<file path="src/rtl/cnn_ctrl_pkg.sv">
// cnn_ctrl_pkg: shared state encodings and field-slice helper for CNN control blocks
`ifndef CNN_CTRL_PKG_SV
`define CNN_CTRL_PKG_SV
`define CNN_FIELD(v, i, w) v[(i)*(w) +: (w)]
package cnn_ctrl_pkg;
  typedef enum logic [1:0] {
    LNC_IDLE = 2'd0,
    LNC_RUN  = 2'd1,
    LNC_FIN  = 2'd2
  } lnc_state_t;
endpackage
`endif

</file>
<file path="src/rtl/loop_dim_counter.sv">
// loop_dim_counter: one loop dimension holding its latched bound and a wrap-on-carry index
module loop_dim_counter #(
  parameter int CW = 16
) (
  input  logic          clk,
  input  logic          rst_n,
  input  logic          load,
  input  logic          clear,
  input  logic          carry_in,
  input  logic [CW-1:0] bound_in,
  output logic [CW-1:0] cnt,
  output logic          at_max,
  output logic          carry_out
);
  logic [CW-1:0] bound_q;
  assign at_max    = cnt == bound_q - CW'(1);
  assign carry_out = carry_in && at_max;
  always_ff @(posedge clk or negedge rst_n)
    if (!rst_n) begin
      cnt     <= '0;
      bound_q <= '0;
    end else begin
      if (load) bound_q <= bound_in;
      cnt <= (load || clear) ? '0 : carry_in ? (at_max ? '0 : cnt + CW'(1)) : cnt;
    end
endmodule

</file>
<file path="src/rtl/loop_nest_counter.sv">
// loop_nest_counter: run-time bounded nested loop walker (dim 0 innermost) with carry, last and done
module loop_nest_counter
  import cnn_ctrl_pkg::*;
#(
  parameter int DIMS = 4,
  parameter int CW   = 16
) (
  input  logic             clk,
  input  logic             rst_n,
  input  logic             start,
  input  logic [DIMS*CW-1:0] bound,
  input  logic             ena,
  input  logic             clean,
  output logic [DIMS*CW-1:0] cnt,
  output logic             cnt_valid,
  output logic [DIMS-1:0]  wrap,
  output logic             last,
  output logic             busy,
  output logic             done
);
  lnc_state_t state, state_nxt;
  logic [DIMS:0]   carry;
  logic [DIMS-1:0] at_max;
  logic [DIMS-1:0] zero;
  logic            load;
  assign cnt_valid = state == LNC_RUN;
  assign busy      = state != LNC_IDLE;
  assign done      = state == LNC_FIN;
  assign load      = state == LNC_IDLE && start && !clean;
  assign carry[0]  = ena && cnt_valid;
  assign wrap      = carry[DIMS:1];
  assign last      = cnt_valid && &at_max;
  for (genvar g = 0; g < DIMS; g++) begin : g_dim
    assign zero[g] = `CNN_FIELD(bound, g, CW) == '0;
    loop_dim_counter #(.CW(CW)) u_dim (
      .clk      (clk),
      .rst_n    (rst_n),
      .load     (load),
      .clear    (clean),
      .carry_in (carry[g]),
      .bound_in (`CNN_FIELD(bound, g, CW)),
      .cnt      (`CNN_FIELD(cnt, g, CW)),
      .at_max   (at_max[g]),
      .carry_out(carry[g+1])
    );
  end
  always_ff @(posedge clk or negedge rst_n)
    if (!rst_n) state <= LNC_IDLE;
    else state <= state_nxt;
  // an empty dimension skips RUN entirely so no valid cycle is ever emitted
  always_comb begin
    state_nxt = state;
    if (clean) state_nxt = LNC_IDLE;
    else if (state == LNC_IDLE) state_nxt = !start ? LNC_IDLE : |zero ? LNC_FIN : LNC_RUN;
    else if (state == LNC_RUN) state_nxt = (last && ena) ? LNC_FIN : LNC_RUN;
    else state_nxt = LNC_IDLE;
  end
endmodule

</file>
<file path="config.mk">
export PLATFORM = sky130hd
export DESIGN_NAME = loop_nest_counter
export DESIGN_NICKNAME = d
export VERILOG_FILES = /design/src/rtl/cnn_ctrl_pkg.sv /design/src/rtl/loop_dim_counter.sv /design/src/rtl/loop_nest_counter.sv
export SDC_FILE = /design/constraint.sdc
export NUM_CORES = 1
export LEC_CHECK = 0
export CAP_MARGIN = 25
export CORE_MARGIN = 1
export CORE_UTILIZATION = 40
export CTS_CLUSTER_DIAMETER = 50
export DETAILED_ROUTE_END_ITERATION = 6
export GPL_TIMING_DRIVEN = 0
export PLACE_DENSITY_LB_ADDON = 0.25
export SKIP_LAST_GASP = 1
export SYNTH_ARGS = -nofsm -noshare
export SYNTH_HDL_FRONTEND = slang
export SYNTH_HIERARCHICAL = 1
export SYNTH_SLANG_ARGS = --single-unit
</file>
<file path="constraint.sdc">
create_clock -name clk -period 6.7 [get_ports clk]
set_input_delay 1.005 -clock clk [delete_from_list [all_inputs] [get_ports clk]]
set_output_delay 1.005 -clock clk [all_outputs]
set_load 0.03 [all_outputs]
</file>
==> metrics, run 1 <==
status finished clean; pwr dens 225 nW/µm²; Clock Tree Root clkbuf_16; # fillers 1,909; sw frac 32.2%; H-tree levels 4; most common cell in the netlist dfrtp_1; DIE WIDTH 150 µm; endpoint class of the critical path output pin; DPL Wire Length 17,800 µm; RSZ-0062 raised after global routing no; Seq cells post-synth 130; I/O pin total 141; Max Cap Viol 0; cells along the critical path inv_1 -> ha_1 -> or4b_4 -> or4_1 -> o21ai_1 -> o211ai_2 -> nor4_4 -> buf_2 -> inv_1 -> clkbuf_1 -> nor4_4 -> inv_1 -> clkbuf_1 -> nor4_4 -> buf_4 -> clkdlybuf4s50_1; Main synth FF type dfrtp_1; Crit path required time 5690 ps; fin crit period 6310 ps; DR WL/cell 17.5 µm; core area 21,300 µm²; Worst-Skew Late Latency 440 ps; Reg-to-Reg Start g_dim[0].u_dim/bound_q[0]; largest cells by area after synthesis dfrtp_1 (37%), mux2_2 (7.3%), xnor2_1 (5.5%), xor2_1 (5.0%), nor2_1 (2.7%); PortBufs 140; Clock transition at path regs 70 ps; Setup CP Type flip-flop to output pin; Initial Util 41.3%; clock skew 19.8 ps; Max stage delay on crit path 680 ps; maximum buffer depth of the clock tree 2; hold buffers post-CTS 0; 1st-pass router iterations 5; Worst EP arrival 5300 ps; Synth Net Count 994; Vias/cell 5.63; drt initial violations 379; first-pass GRT wire length 38,300 µm; post-synth top area cell dfrtp_1; CP Launch Type flip-flop; top cell type's share of synthesized area 37.0%; Syn Area/Cell 9.58 µm²; Yosys cell types 85; count of final hold-check violations 0; Final nets 1,158; Worst VDD drop 0.000128 V; antenna violations before repair 0; GR Util All Layers 21.8%; Pint 1.71 mW; YS warnings 6; die height 150 µm; Final setup viols 0; FP Rows 53; final antenna-violating net count 0; Post-synth top cells dfrtp_1 (130), nor2_1 (64), nand2_1 (62); CTS Sinks 130; async set-or-reset flop fraction in the synthesized netlist 100%; Final GP Congestion 0.895; Seq pwr share 38.7%; leakage power 4.21 nW; # diodes 0; clock share of power 36.3%; Worst Setup EP wrap[2]; CTS tree yes; Worst Max-Slew Pin Slew 796 ps; Cells after Synth 917; final WL 23,900 µm; TritonCTS Buffers 17; combinational power share 25.1%; Setup TNS Final 0 ps; worst hold margin 536 ps; Worst Hold Class flip-flop to flip-flop; Seq/Total Area, Yosys 37.0%; R2R depth 20; critical path's slowest cell clkdlybuf4s50_1; synthesis-to-layout area growth 27.6%; largest net degree at the start of global routing 67; Worst Path Max Fanout 10; Slew Limit Headroom 46.7%; Worst Setup SP g_dim[0].u_dim/bound_q[0]; Tcrit/Tclk final 94.1%; final core area utilization 52.6%; reg2reg setup slack 1560 ps; full die area 22,600 µm²; # DRC 0; vias 7,703; share of post-route cells with drive strength above 1 16.6%; fin. max-slew vios 0; Max Clk Rate 0.159 GHz; r2r endpoint g_dim[3].u_dim/cnt[13]; mapped cell area 8780 µm²; P_sw 811 µW; vias in the first global route 7,384; Post-synth EDFFs 0; grt ovf 0
[power groups by stage]
stage	clock [mW]	combinational, mW	sequential [mW]
6_report	0.915	0.632	0.975
5_1_grt	0.972	0.697	0.990
4_1_cts	0.938	0.631	0.974
3_5_place_dp	0	0.624	0.987
3_3_place_gp	0	0.609	0.986
2_1_floorplan	0	0.466	0.957
[layout by cell type (no fill, tap or decap), types with 20 or more instances in the layout]
cell type        count
nor4_1              36
nand2_1             62
nor3_1              36
a21oi_1             20
nand3_1             37
xor2_1              50
nand4_1             34
inv_1               24
clkdlybuf4s50_1    138
xnor2_1             55
mux2_2              57
clkbuf_1            24
and3_1              20
nor2_1              64
dfrtp_1            130
o21ai_0             34
[worst min path at each step]
stage                                 endpoint  depth (start not counted)                       start
floorplan           g_dim[0].u_dim/bound_q[15]                          1  g_dim[0].u_dim/bound_q[15]
global placement    g_dim[0].u_dim/bound_q[15]                          1  g_dim[0].u_dim/bound_q[15]
detailed placement  g_dim[0].u_dim/bound_q[15]                          1  g_dim[0].u_dim/bound_q[15]
CTS                 g_dim[2].u_dim/bound_q[15]                          1  g_dim[2].u_dim/bound_q[15]
global route        g_dim[0].u_dim/bound_q[15]                          1  g_dim[0].u_dim/bound_q[15]
finish              g_dim[0].u_dim/bound_q[15]                          1  g_dim[0].u_dim/bound_q[15]
[critical path: cells and delay by family (launching register included)]
| family | cells | cell delay, ps |
|---|---|---|
| DFF | 1 | 430 |
| and+or+nand+nor | 5 | 1930 |
| buffers and inverters | 8 | 1920 |
| AOI/OAI and AO/OA | 2 | 370 |
| adders and majority gates | 1 | 240 |
[cell type report]
type                    instances  area, µm²  share of cell area [%]
multi-input cells             711       5160                    46.1
flip-flops and latches        130       3250                    29.0
repair buffers                145       1460                    13.0
clock buffers                  19        453                    4.04
well taps                     275        344                    3.07
plain buffers                  52        315                    2.81
clock inverters                13        125                    1.12
inverters                      24       90.1                   0.804
[registers in the layout (all words and copies together), names as in the netlist]
register / cells
g_dim.u_dim/bound_q: 64
g_dim.u_dim/cnt: 64
state: 2
[per-stage QoR]
step                cells  area, µm²  power (mW)  setup slack, ps
detailed placement   1334      10600        1.61             -814
global placement     1332      10500        1.60            -1260
finish               1369      11200        2.52              395
CTS                  1368      11200        2.54              151
floorplan             917       8780        1.42              933
global route         1369      11200        2.66             93.0
[routing by layer]
layer | routed length, µm | part of all wire, % | global-route usage, %
met5 | 0 | 0 | 0
met4 | 324 | 1.4 | 6.62
met3 | 1150 | 4.8 | 4.00
met2 | 11300 | 47 | 35.6
met1 | 11100 | 47 | 29.3
[cell families after synthesis]
logic type               Yosys count  synth area share, %
AND/OR/NAND/NOR                  405                 27.6
adder cells (fa/ha/maj)            8                 1.14
flip-flops                       130                 37.0
buffers and inverters             76                 4.62
AO/OA/AOI/OAI                    132                 11.2
multiplexers                      60                 7.65
XOR/XNOR                         106                 10.7
[timing repair]
item,in CTS,in global routing
endpoints found under the setup margin,2,2
pin swaps,2,1
setup buffers,2,1
resized for setup,3,3
(Power assumes the default switching activity.)
==> inputs of run 2 (changes only) <==
clock period = 5.69 ns   (was 6.7 ns; I/O delays follow)
==> metrics, run 2 (synthesis gave the netlist of run 1 again) <==
Setup CP Type flip-flop to output pin; Crit path required time 4840 ps; DIE WIDTH 150 µm; R2R depth 18; GR Util All Layers 21.8%; synthesis-to-layout area growth 28.7%; Buf+Inv Stages, Crit Path 6; most frequent cells in the layout clkdlybuf4s50_1 (137), dfrtp_1 (130), nor2_1 (64); Slew Limit Headroom 47.3%; CP Launch Type flip-flop; Worst Max-Slew Pin Slew 787 ps; final WL 24,000 µm; # DRC 0; DPL Wire Length 17,800 µm; CTS tree yes; Max Cap Viol 0; maximum buffer depth of the clock tree 2; vias in the first global route 7,378; Final setup viols 0; cells along the critical path inv_1 -> ha_2 -> or4b_4 -> or4_1 -> o21ai_1 -> o211ai_2 -> nor4_4 -> buf_6 -> clkinvlp_4 -> nor4_4 -> buf_4 -> buf_4 -> clkdlybuf4s50_1; Tcrit/Tclk final 96.0%; family with the most delay on the worst path simple AND/OR/NAND/NOR gates; P_sw 955 µW; Cell Count Post-Placement 1,334; combinational power share 25.2%; RSZ-0062 raised after global routing no; die height 150 µm; antenna violations before repair 0; Worst EP arrival 4610 ps; Pint 2.02 mW; I/O pin total 141; grt ovf 0; largest net degree at the start of global routing 67; Reg-to-Reg Start g_dim[0].u_dim/bound_q[0]; Worst Hold Class input pin to asynchronous set/reset pin; Initial Util 41.3%; vias 7,737; leakage power 4.25 nW; Max stage delay on crit path 650 ps; Worst Path Max Fanout 7; PortBufs 140; final antenna-violating net count 0; r2r endpoint g_dim[3].u_dim/cnt[13]; Worst Setup SP g_dim[0].u_dim/bound_q[0]; Vias/cell 5.61; most common cell after layout, fill and taps aside clkdlybuf4s50_1; clock skew 19.7 ps; Final nets 1,169; Max Clk Rate 0.183 GHz; Regs by FF count g_dim.u_dim/bound_q x64, g_dim.u_dim/cnt x64, state x2; TritonCTS Buffers 17; FP Rows 53; critical path's slowest cell clkdlybuf4s50_1; # diodes 0; 1st-pass router iterations 5; Final GP Congestion 0.895; hold buffers post-CTS 0; Setup TNS Final 0 ps; DR WL/cell 17.4 µm; Worst-Skew Late Latency 440 ps; fin crit period 5460 ps; endpoint class of the critical path output pin; reg2reg setup slack 1110 ps; Worst VDD drop 0.000150 V; H-tree levels 4; final non-filler cell total 1,380; Seq pwr share 38.6%; worst hold margin 404 ps; first-pass GRT wire length 38,200 µm; CTS Sinks 130; Clock transition at path regs 60 ps; clock share of power 36.2%; core area 21,300 µm²; full die area 22,600 µm²; count of final hold-check violations 0; Clock Tree Root clkbuf_16; fin. max-slew vios 0; drt initial violations 395; pwr dens 263 nW/µm²; status finished clean; sw frac 32.1%; share of post-route cells with drive strength above 1 18.0%
## run 2: changes by cell type in the layout (fill, tap and decap cells not counted), sizes merged
| cell | before | now |
|---|---|---|
| inv | 28 | 27 |
| buf | 29 | 42 |
| dlymetal6s2s | 1 | 0 |
| clkinvlp | 2 | 3 |
| clkdlybuf4s15 | 0 | 1 |
| clkbuf | 48 | 46 |
| clkdlybuf4s50 | 138 | 137 |
| dlygate4sd2 | 0 | 1 |
## run 2: repair_timing
item | in CTS | in global routing
buffers inserted | 3 | 13
endpoints found under the setup margin | 19 | 3
hold endpoints to repair | 0 | 0
gates resized for setup | 9 | 7
pin swaps | 2 | 2
## run 2: power groups by stage
stage,Clock (mW),Sequential (mW),Combinational (mW)
floorplan,0,1.13,0.549
global placement,0,1.16,0.717
detailed placement,0,1.16,0.735
CTS,1.11,1.15,0.744
global route,1.15,1.17,0.824
finish,1.08,1.15,0.748
## run 2: worst max-delay path by stage
stage | end | slack (ps) | cells past startpoint
finish | wrap[1] | 230 | 13
global route | wrap[1] | 20 | 13
CTS | wrap[3] | 110 | 16
detailed placement | wrap[3] | -1670 | 17
global placement | wrap[3] | -2120 | 16
floorplan | wrap[3] | 70 | 15
## run 2: worst reg2reg max path, cell delays in order (launching register included)
cell and delay (ps):
dfrtp_1 430, inv_1 100, ha_2 220, or4b_4 520, or4_1 530, o21ai_1 170
o211ai_2 180, nor4_4 300, buf_6 180, clkinvlp_4 170, nor4_4 420, inv_4 90
nor4_4 190, buf_4 180, buf_4 140, nor2_1 100, clkbuf_1 250, nand2_1 130
o311ai_0 150
## run 2: cell type report
| type | instances | area, µm² |
|---|---|---|
| repair buffers | 158 | 1560 |
| multi-input cells | 711 | 5170 |
| clock inverters | 13 | 125 |
| well taps | 275 | 344 |
| flip-flops and latches | 130 | 3250 |
| fillers | 1899 | 9980 |
| plain buffers | 50 | 308 |
| clock buffers | 19 | 453 |
| inverters | 24 | 96.3 |
## run 2: routing by layer
metal | GRT usage [%] | wire, µm | up-vias
met5 | 0 | 0 | -
li1 | - | - | 3754
met1 | 29.3 | 11100 | 3769
met2 | 35.5 | 11400 | 187
met3 | 4.00 | 1130 | 27
met4 | 6.62 | 344 | 0
## run 2: per-stage QoR
step / util [%] / power, mW / setup WS [ps] / instance area, µm²
4_1_cts: 52.6 / 3.00 / 111 / 11200
3_5_place_dp: 49.6 / 1.90 / -1670 / 10600
5_1_grt: 53.1 / 3.13 / 19.4 / 11300
2_1_floorplan: - / 1.68 / 74.7 / 8780
3_3_place_gp: 49.5 / 1.88 / -2120 / 10500
6_report: 53.1 / 2.97 / 226 / 11300
==> inputs of run 3 (changes only) <==
clock period = 4.4 ns   (was 5.69 ns; I/O delays follow)
==> metrics, run 3 (synthesis gave the netlist of run 1 again) <==
vias in the first global route 7,328; first-pass GRT wire length 39,500 µm; Worst-Skew Late Latency 420 ps; Worst Max-Slew Pin Slew 774 ps; full die area 22,600 µm²; cells along the critical path or4_4 -> or4b_1 -> a211o_1 -> o311a_1 -> or3b_4 -> nor4_4 -> buf_6 -> inv_8 -> nor4_4 -> buf_12 -> and2_4 -> buf_6; Setup CP Type flip-flop to output pin; die height 150 µm; CTS tree yes; Max Clk Rate 0.226 GHz; final antenna-violating net count 0; status complete, but fails checks; # fillers 1,878; clock skew 12.0 ps; PortBufs 140; Worst Hold Class input pin to asynchronous set/reset pin; vias 7,726; met2 GRT Util 35.4%; H-tree levels 4; DR WL/cell 18.0 µm; Slew Limit Headroom 48.1%; count of final hold-check violations 0; 1st-pass router iterations 5; Clock transition at path regs 70 ps; # DRC 0; GR Util All Layers 22.6%; Vias/cell 5.60; RSZ-0062 raised after global routing yes; Worst Path Max Fanout 3; R2R depth 15; Worst EP arrival 3760 ps; Final setup viols 1; Final GP Congestion 0.881; fin area 11,500 µm²; Initial Util 41.3%; CP Launch Type flip-flop; share of post-route cells with drive strength above 1 20.0%; CTS Sinks 130; DPL Wire Length 17,900 µm; I/O pin total 141; TritonCTS Buffers 17; fin worst setup slack -24.5 ps; core area 21,300 µm²; synthesis-to-layout area growth 30.5%; Worst VDD drop 0.000214 V; M1 GR Usage 31.9%; Max stage delay on crit path 560 ps; grt ovf 0; FP Rows 53; Tcrit/Tclk final 101%; fin crit period 4420 ps; # diodes 0; maximum buffer depth of the clock tree 2; DP Area 10,600 µm²; endpoint class of the critical path output pin; most common cell after layout, fill and taps aside clkdlybuf4s50_1; critical path's slowest cell or4_4; DIE WIDTH 150 µm; pwr dens 346 nW/µm²; Crit path required time 3740 ps; final WL 24,800 µm; fin. max-slew vios 0; Clock Tree Root clkbuf_16; Regs by FF count g_dim.u_dim/bound_q x64, g_dim.u_dim/cnt x64, state x2; Max Cap Viol 0; leakage power 4.30 nW; Pwr Total 3.97 mW; most frequent cells in the layout clkdlybuf4s50_1 (134), dfrtp_1 (129), nor2_1 (64); Final nets 1,169; antenna violations before repair 0; drt initial violations 511; GRT busiest layer met2; failing checks negative setup slack; met3 Resource Use GR 4.52%; largest net degree at the start of global routing 69; Place WS -1730 ps
[run 3: metrics by stage]
step           utilization, %  TNS (ps)  hold WS [ps]  instances
3_5_place_dp             49.9    -20200           519       1333
4_1_cts                  53.7      -393           231       1380
2_1_floorplan               -      -133           364        917
3_3_place_gp             49.7   -382380           511       1332
6_report                 53.8     -24.5           220       1380
5_1_grt                  53.8      -418           253       1380
[run 3: routing by layer]
layer	wire, µm	up-vias
met5	0	-
li1	-	3750
met4	263	0
met2	11500	202
met3	1360	20
met1	11700	3754
[run 3: path summary, 6_finish.rpt]
path                                         endpoint                  startpoint  slack [ps]
max                                           wrap[3]   g_dim[1].u_dim/bound_q[1]         -20
min                            g_dim[0].u_dim/cnt[14]                       rst_n         220
max reg2reg                     g_dim[3].u_dim/cnt[2]   g_dim[1].u_dim/bound_q[1]         360
min reg2reg                g_dim[3].u_dim/bound_q[15]  g_dim[3].u_dim/bound_q[15]         530
max in group asynchronous       g_dim[2].u_dim/cnt[0]                       rst_n        3400
min in group clk           g_dim[3].u_dim/bound_q[15]  g_dim[3].u_dim/bound_q[15]         530
[run 3: critical path, delay by kind of cell, from the launching register on]
family | cells | cell delay [ps]
and+or+nand+nor | 6 | 2030
AOI/OAI and AO/OA | 2 | 430
buffers and inverters | 4 | 480
DFF | 1 | 400
[run 3: final cells by class]
type,count,area [µm²],share of cell area (%)
timing repair buffer,161,1600,13.9
clock buffer,18,439,3.83
tap,275,344,3.00
sequential,130,3250,28.4
inverter,24,97.6,0.852
clock inverter,14,153,1.33
buffer,47,285,2.49
multi-input combinational,711,5290,46.2
[run 3: timing repair]
action	in CTS	in global routing
setup endpoints to repair	30	9
buffers inserted	19	2
pin swaps	11	9
hold buffers	0	0
endpoints found under the hold margin	0	0
gates resized for setup	49	12
[run 3: where the power goes]
| group | internal, mW | leakage [nW] | switching [mW] |
|---|---|---|---|
| sequential | 1.33 | 1.68 | 0.163 |
| combinational | 0.500 | 2.35 | 0.539 |
| clock | 0.857 | 0.280 | 0.586 |
| total | 2.68 | 4.30 | 1.29 |
